<file path="config.mk">
export PLATFORM = sky130hd
export DESIGN_NAME = sram_req_ctrl
export DESIGN_NICKNAME = d
export VERILOG_FILES = /design/src/rtl/sram_req_ctrl.sv
export SDC_FILE = /design/constraint.sdc
export NUM_CORES = 1
export LEC_CHECK = 0
export ABC_AREA = 1
export CORE_MARGIN = 3
export CORE_UTILIZATION = 37
export DETAILED_ROUTE_END_ITERATION = 10
export PLACE_DENSITY = 0.76
export SLEW_MARGIN = 20
export SYNTH_ARGS = -nofsm -noshare
export SYNTH_HDL_FRONTEND = slang
export SYNTH_SLANG_ARGS = --single-unit
export TNS_END_PERCENT = 50
</file>
<file path="constraint.sdc">
create_clock -name clk -period 2.2 [get_ports clk]
set_input_delay 0.44 -clock clk [delete_from_list [all_inputs] [get_ports clk]]
set_output_delay 0.44 -clock clk [all_outputs]
set_load 0.02 [all_outputs]
</file>
<file path="src/rtl/sram_req_ctrl.sv">
// sram_req_ctrl: valid/ready front-end for a single-port SRAM with 1-cycle
// registered read data. Responses return in order through a bypass path or a
// small FIFO. Request acceptance is credit-gated, so every response is
// guaranteed a slot.
// Optional feature: define SRAM_CTRL_WR_ACK_EN to make writes return an ack
// response (resp_is_write = 1, resp_rdata = 0).
module sram_req_ctrl #(
    parameter int DATA_WIDTH = 32,
    parameter int ADDR_WIDTH = 4,
    parameter int RESP_DEPTH = 2
) (
    input  logic                  clk,
    input  logic                  rst_n,
    input  logic                  req_valid,
    output logic                  req_ready,
    input  logic                  req_we,
    input  logic [ADDR_WIDTH-1:0] req_addr,
    input  logic [DATA_WIDTH-1:0] req_wdata,
    output logic                  resp_valid,
    input  logic                  resp_ready,
    output logic [DATA_WIDTH-1:0] resp_rdata,
    output logic                  resp_is_write,
    output logic [ADDR_WIDTH-1:0] sram_addr,
    output logic                  sram_re,
    output logic                  sram_we,
    output logic [DATA_WIDTH-1:0] sram_wdata,
    input  logic [DATA_WIDTH-1:0] sram_rdata
);
    localparam int PW = $clog2(RESP_DEPTH);
    localparam int CW = PW + 1;

    logic                  fire;
    logic                  produce;
    logic                  push;
    logic                  pop;
    logic [CW:0]           pending;
    logic [DATA_WIDTH-1:0] in_data;

    logic [CW-1:0]         count_q, count_d;
    logic [PW-1:0]         wr_ptr_q, wr_ptr_d;
    logic [PW-1:0]         rd_ptr_q, rd_ptr_d;
    logic                  inflight_q, inflight_d;
    logic [DATA_WIDTH-1:0] data_mem_q [RESP_DEPTH];
    logic [DATA_WIDTH-1:0] data_mem_d [RESP_DEPTH];
`ifdef SRAM_CTRL_WR_ACK_EN
    logic                  inflight_wr_q, inflight_wr_d;
    logic                  iswr_mem_q [RESP_DEPTH];
    logic                  iswr_mem_d [RESP_DEPTH];
`endif

    // Credit check and SRAM pin drive; ready depends on registered state only
    always_comb begin
        pending    = {1'b0, count_q} + {{CW{1'b0}}, inflight_q};
        req_ready  = rst_n && (pending < (CW+1)'(RESP_DEPTH));
        fire       = req_valid && req_ready;
        sram_addr  = req_addr;
        sram_wdata = req_wdata;
        sram_re    = fire && !req_we;
        sram_we    = fire && req_we;
`ifdef SRAM_CTRL_WR_ACK_EN
        produce    = fire;
        in_data    = inflight_wr_q ? '0 : sram_rdata;
`else
        produce    = fire && !req_we;
        in_data    = sram_rdata;
`endif
    end

    // Response mux: FIFO head has priority, otherwise the fresh SRAM data bypasses
    always_comb begin
        resp_valid = 1'b0;
        resp_rdata = '0;
`ifdef SRAM_CTRL_WR_ACK_EN
        resp_is_write = 1'b0;
`endif
        if (count_q != '0) begin
            resp_valid = 1'b1;
            resp_rdata = data_mem_q[rd_ptr_q];
`ifdef SRAM_CTRL_WR_ACK_EN
            resp_is_write = iswr_mem_q[rd_ptr_q];
`endif
        end else if (inflight_q) begin
            resp_valid = 1'b1;
            resp_rdata = in_data;
`ifdef SRAM_CTRL_WR_ACK_EN
            resp_is_write = inflight_wr_q;
`endif
        end
    end

`ifndef SRAM_CTRL_WR_ACK_EN
    assign resp_is_write = 1'b0;
`endif

    // FIFO bookkeeping: push unless the bypassed response is taken immediately
    always_comb begin
        push       = inflight_q && !((count_q == '0) && resp_ready);
        pop        = resp_ready && (count_q != '0);
        inflight_d = produce;
        wr_ptr_d   = wr_ptr_q;
        rd_ptr_d   = rd_ptr_q;
        data_mem_d = data_mem_q;
`ifdef SRAM_CTRL_WR_ACK_EN
        inflight_wr_d = fire && req_we;
        iswr_mem_d    = iswr_mem_q;
`endif
        if (push) begin
            data_mem_d[wr_ptr_q] = in_data;
`ifdef SRAM_CTRL_WR_ACK_EN
            iswr_mem_d[wr_ptr_q] = inflight_wr_q;
`endif
            wr_ptr_d = wr_ptr_q + PW'(1);
        end
        if (pop) begin
            rd_ptr_d = rd_ptr_q + PW'(1);
        end
        count_d = count_q + CW'(push) - CW'(pop);
    end

    // Control state with synchronous active-low reset
    always_ff @(posedge clk) begin
        if (!rst_n) begin
            count_q    <= '0;
            wr_ptr_q   <= '0;
            rd_ptr_q   <= '0;
            inflight_q <= 1'b0;
`ifdef SRAM_CTRL_WR_ACK_EN
            inflight_wr_q <= 1'b0;
`endif
        end else begin
            count_q    <= count_d;
            wr_ptr_q   <= wr_ptr_d;
            rd_ptr_q   <= rd_ptr_d;
            inflight_q <= inflight_d;
`ifdef SRAM_CTRL_WR_ACK_EN
            inflight_wr_q <= inflight_wr_d;
`endif
        end
    end

    // FIFO storage is data only; validity is carried by count_q
    always_ff @(posedge clk) begin
        data_mem_q <= data_mem_d;
`ifdef SRAM_CTRL_WR_ACK_EN
        iswr_mem_q <= iswr_mem_d;
`endif
    end

endmodule

</file>
After elaboration in Yosys (flattened, before gate mapping)
Index checks and enable logic that the tools add are counted.
{"block": "op_classes", "addsub": 5, "magnitude_cmp": 4, "muxes": 10, "bitwise": 2, "n_reduce_logical": 12}
{"cell": "$mux W32", "count": 6}
{"cell": "$bwmux W64", "count": 1}
{"cell": "$demux W32 S1", "count": 1}
{"cell": "$logic_and A1 B1 Y1", "count": 8}
{"cell": "$ge A2 B2 Y1 const B", "count": 2}
{"cell": "$not A1 Y2", "count": 2}
{"cell": "$add A2 B1 Y3", "count": 1}
{"cell": "$lt A3 B2 Y1 const B", "count": 1}
{"cell": "$add A1 B1 Y1 const B", "count": 2}
{"cell": "$add A2 B1 Y2", "count": 1}
{"cell": "$logic_not A1 Y1", "count": 2}
{"cell": "$logic_not A2 Y1", "count": 1}
{"cell": "$lt A2 B1 Y1 const B", "count": 1}
{"cell": "$mux W1", "count": 2}
{"cell": "$reduce_bool A2 Y1", "count": 1}
{"cell": "$sub A2 B1 Y2", "count": 1}
{"block": "word_totals", "reg_bits": 69, "out_inout_bits": 73, "word_cells": 39}

Logic depth before layout (Yosys ltp)
{"block": "depth", "word_depth": 6, "mapped_depth": 8, "depth_no_buf": 8}

Least setup slack after synthesis
OpenSTA, ideal clock, no wires.
{"block": "synth_path", "path_kind": "reg-to-reg", "startpoint": "register count_q[1]", "endpoint": "register data_mem_q[32] in the netlist's numbering (enable)", "setup_time_ns": 0.421, "arrival_ns": 1.955, "required_time_ns": 1.779, "setup_slack_ns": -0.176, "path_stages_with_launch": 5, "n_path_buf": 0, "path_cell_list": "dfxtp_1 > nor2_4 > nand2_2 > nand2_2 > nor2_1"}
{"block": "synth_via", "elab_chain_len": 4}
{"element": "start: declaration", "line_no": "39", "text": "logic [CW-1:0] count_q, count_d;"}
{"element": "start signal: assignment", "line_no": "131", "text": "count_q <= count_d;"}
{"element": "$logic_not A2 Y1", "line_no": "97", "text": "push = inflight_q && !((count_q == '0) && resp_ready);"}
{"element": "$logic_and A1 B1 Y1", "line_no": "97"}
{"element": "$logic_not A1 Y1", "line_no": "97"}
{"element": "$logic_and A1 B1 Y1", "line_no": "97"}
{"element": "end signal: assignment", "line_no": "143", "text": "data_mem_q <= data_mem_d;"}
{"element": "end: declaration", "line_no": "43", "text": "logic [DATA_WIDTH-1:0] data_mem_q [RESP_DEPTH];"}
Every way passes these cells.
A chain may end at the register's enable or synchronous reset.

Final worst setup path
{"block": "layout_path", "startpoint": "register count_q[1]", "endpoint": "output resp_rdata[11]"}
{"block": "layout_via", "elab_chain_len": 2}
{"element": "$reduce_bool A2 Y1", "line_no": "76", "text": "if (count_q != '0) begin"}
{"element": "$mux W32", "line_no": "76"}
{"element": "end: declaration", "line_no": "21", "text": "output logic [DATA_WIDTH-1:0] resp_rdata,"}
Every way passes these cells.

==> impl_metrics.env <==
export IMPL_grt_max_degree=19
export IMPL_tns_ns=0
export IMPL_die_y_um=98.3
export IMPL_clock_path_buffers=2
export IMPL_r2r_cells=8
export IMPL_path_clk_slew_ns=0.07
export IMPL_hpwl_um=4860
export IMPL_drive_gt1_share_pct=16.4
export IMPL_final_hold_violation_count=0
export IMPL_io_pins=146
export IMPL_synthTopCellsByArea="edfxtp_1, buf_4, o21ai_1"
export IMPL_p_int_uw=2860
export IMPL_portBuffers=72
export IMPL_syn_to_final_growth_pct=26.2
export IMPL_synth_area_um2=3150
export IMPL_grt_pass1_wl_um=11200
export IMPL_drc=0
export IMPL_insertion_delay_ns=0.33
export IMPL_htree_levels=3
export IMPL_rsz0062_at_grt="yes"
export IMPL_ys_ff_latch=69
export IMPL_synth_nets=362
export IMPL_grtUsageTotal_pct=14.7
export IMPL_r2r_setup_slack_ns=0.61
export IMPL_p_seq_share_pct=32.1
export IMPL_yosysWarnings=0
export IMPL_min_to="wr_ptr_q$_SDFFE_PN0P_"
export IMPL_fp_dieW_um=98.3
export IMPL_crit_path_max_fanout=16
export IMPL_ys_seq_area_share_pct=64.2
export IMPL_synth_edff_count=64
export IMPL_yosysTopAreaCell="edfxtp_1"
export IMPL_rr_startpoint="count_q[1]$_SDFF_PN0_"
export IMPL_cp_data_required_time_ns=1.76
export IMPL_via_count=2254
export IMPL_dieArea_um2=9660
export IMPL_firstDrtPassIters=4
export IMPL_viasPerCell=4.98
export IMPL_antenna_found_initial=1
export IMPL_start_util_pct=38.2
export IMPL_ant_nets=0
export IMPL_grt_ovfl_total=0
export IMPL_cts_buffers=9
export IMPL_finalSetupViolCount=0
export IMPL_root_buffer="clkbuf_8"
export IMPL_p_leak_uw=0.00151
export IMPL_clock_sinks=69
export IMPL_hold_buffers=0
export IMPL_wl_um=7200
export IMPL_synth_cell_types=18
export IMPL_switching_share_pct=40.9
export IMPL_netlist_top_cells_count="edfxtp_1, nor2_1, buf_4, o21ai_1, nand3_1"
export IMPL_cp_data_arrival_time_ns=1.66
export IMPL_n_antenna_cell=0
export IMPL_irDropWorstVdd_uv=560
export IMPL_synth_most_common_cell="edfxtp_1"
export IMPL_gp_congestion=0.712
export IMPL_status="finished, final reports clean"
export IMPL_fmaxAchievable_mhz=476
export IMPL_skew_ns=0.00558
export IMPL_fin_crit_sh_pct=95.5
export IMPL_power_frac_clock_pct=20.3
export IMPL_wl_per_cell_um=15.9
export IMPL_nets=417
export IMPL_yosysTopAreaCellShare_pct=61.0
export IMPL_synthArstFlopShare_pct=0
export IMPL_worstSetupPathType="reg -> out"
export IMPL_cap_viol_max_count=0
export IMPL_ys_flop_type="edfxtp_1"
export IMPL_syn_inst=288
export IMPL_rows=33
export IMPL_final_core_util_pct=48.2
export IMPL_fin_crit_ns=2.10
export IMPL_setup_slack_ns=0.0999
export IMPL_grt_pass1_vias=2326
export IMPL_critPathLaunchType="register"
export IMPL_slew_viol_final=0
export IMPL_avgSynthCellArea_um2=10.9
export IMPL_p_switching_uw=1980
export IMPL_end_kind="primary output"
export IMPL_cts_tree="done"
export IMPL_hold_class="reg -> reg"
export IMPL_hold_path_depth=2
export IMPL_core_um2=8260
export IMPL_powerDensity_nw_per_um2=1220
export IMPL_pwr_share_comb_pct=47.7
export IMPL_pre_cts_ws_ns=-0.183
export IMPL_first_iter_violations=104
export IMPL_min_delay_start="wr_ptr_q$_SDFFE_PN0P_"
export IMPL_r2r_end="data_mem_q[3]$_DFFE_PP_"
[worst max-delay path: stages (launching register included)]
cell and delay (ns):
dfxtp_1 0.39, nor2_4 0.07, inv_2 0.06, buf_4 0.20, o21ai_0 0.11, o21ai_1 0.17, clkdlybuf4s15_1 0.33
[flip-flops by register name (all words and copies together) (netlist names)]
signal	count
data_mem_q	64
count_q	2
inflight_q	1
rd_ptr_q	1
wr_ptr_q	1
[cell usage in the layout (no fill, tap or decap), types with 6 or more instances in the layout]
cell              n
inv_1             7
clkdlybuf4s15_1   6
edfxtp_1         64
nand2_1           7
clkdlybuf4s50_1  36
nor2_1           41
clkbuf_2         10
dlygate4sd2_1    18
o21ai_1          35
buf_4            25
o21ai_0          31
nand3_1          33
clkbuf_8          9
[how the worst max path moves through the flow]
stage | startpoint | end | slack (ns) | depth (start not counted)
after CTS | count_q[1]$_SDFF_PN0_ | resp_rdata[26] | -0.16 | 5
after detailed placement | rst_n | sram_re | -0.18 | 6
after global routing | count_q[1]$_SDFF_PN0_ | resp_rdata[11] | -0.02 | 6
after global placement | sram_rdata[20] | resp_rdata[20] | -0.17 | 4
after floorplan | count_q[1]$_SDFF_PN0_ | data_mem_q[32]$_DFFE_PP_ | 0.36 | 4
final | count_q[1]$_SDFF_PN0_ | resp_rdata[11] | 0.1 | 6
[area by class of cell]
| class | count | area (um2) |
|---|---|---|
| Inverter | 9 | 33.8 |
| Tap cell | 105 | 131 |
| Fill cell | 763 | 4280 |
| Clock buffer | 10 | 128 |
| Sequential cell | 69 | 2020 |
| Timing Repair Buffer | 98 | 852 |
| Clock inverter | 6 | 63.8 |
| Multi-Input combinational cell | 156 | 746 |
[metal layers]
| layer | vias to the layer above | GRT usage [%] | share of wire (%) |
|---|---|---|---|
| met1 | 1044 | 16.5 | 39 |
| met3 | 33 | 6.07 | 8.0 |
| li1 | 1080 | - | - |
| met5 | - | 0 | 0.18 |
| met2 | 95 | 24.1 | 49 |
| met4 | 2 | 7.35 | 3.6 |
[power groups by stage]
stage	combinational, uW	clock [uW]	sequential (uW)
floorplan	1510	0	1580
global placement	2550	0	1580
detailed placement	2570	0	1580
CTS	2350	1000	1560
global route	2500	1060	1560
finish	2310	982	1550
[cells by family (layout without fill, tap and decap cells)]
family / after synthesis / in the layout / synth area share, %
xor gates and xnor gates: 1 / 1 / 0.278
other: 1 / 1 / 0.119
adders and majority gates: 1 / 1 / 0.397
DFF: 69 / 69 / 64.2
buffers and inverters: 63 / 123 / 12.4
AOI/OAI and AO/OA: 68 / 68 / 10.8
and+or+nand+nor: 85 / 85 / 11.8
[per-stage QoR]
step,hold slack [ns],area [um2],power (uW),cells
finish,0.538,3980,4850,453
global route,0.579,3980,5130,453
CTS,0.541,4000,4910,453
detailed placement,0.532,3850,4150,437
global placement,0.519,3850,4130,437
floorplan,0.490,3150,3090,288
[repair_timing]
item,CTS,global route
setup endpoints to repair,35,18
resized for setup,35,30
gates cloned,0,0
buffers inserted,0,0
Note: power is estimated with default switching activity, not from simulation.
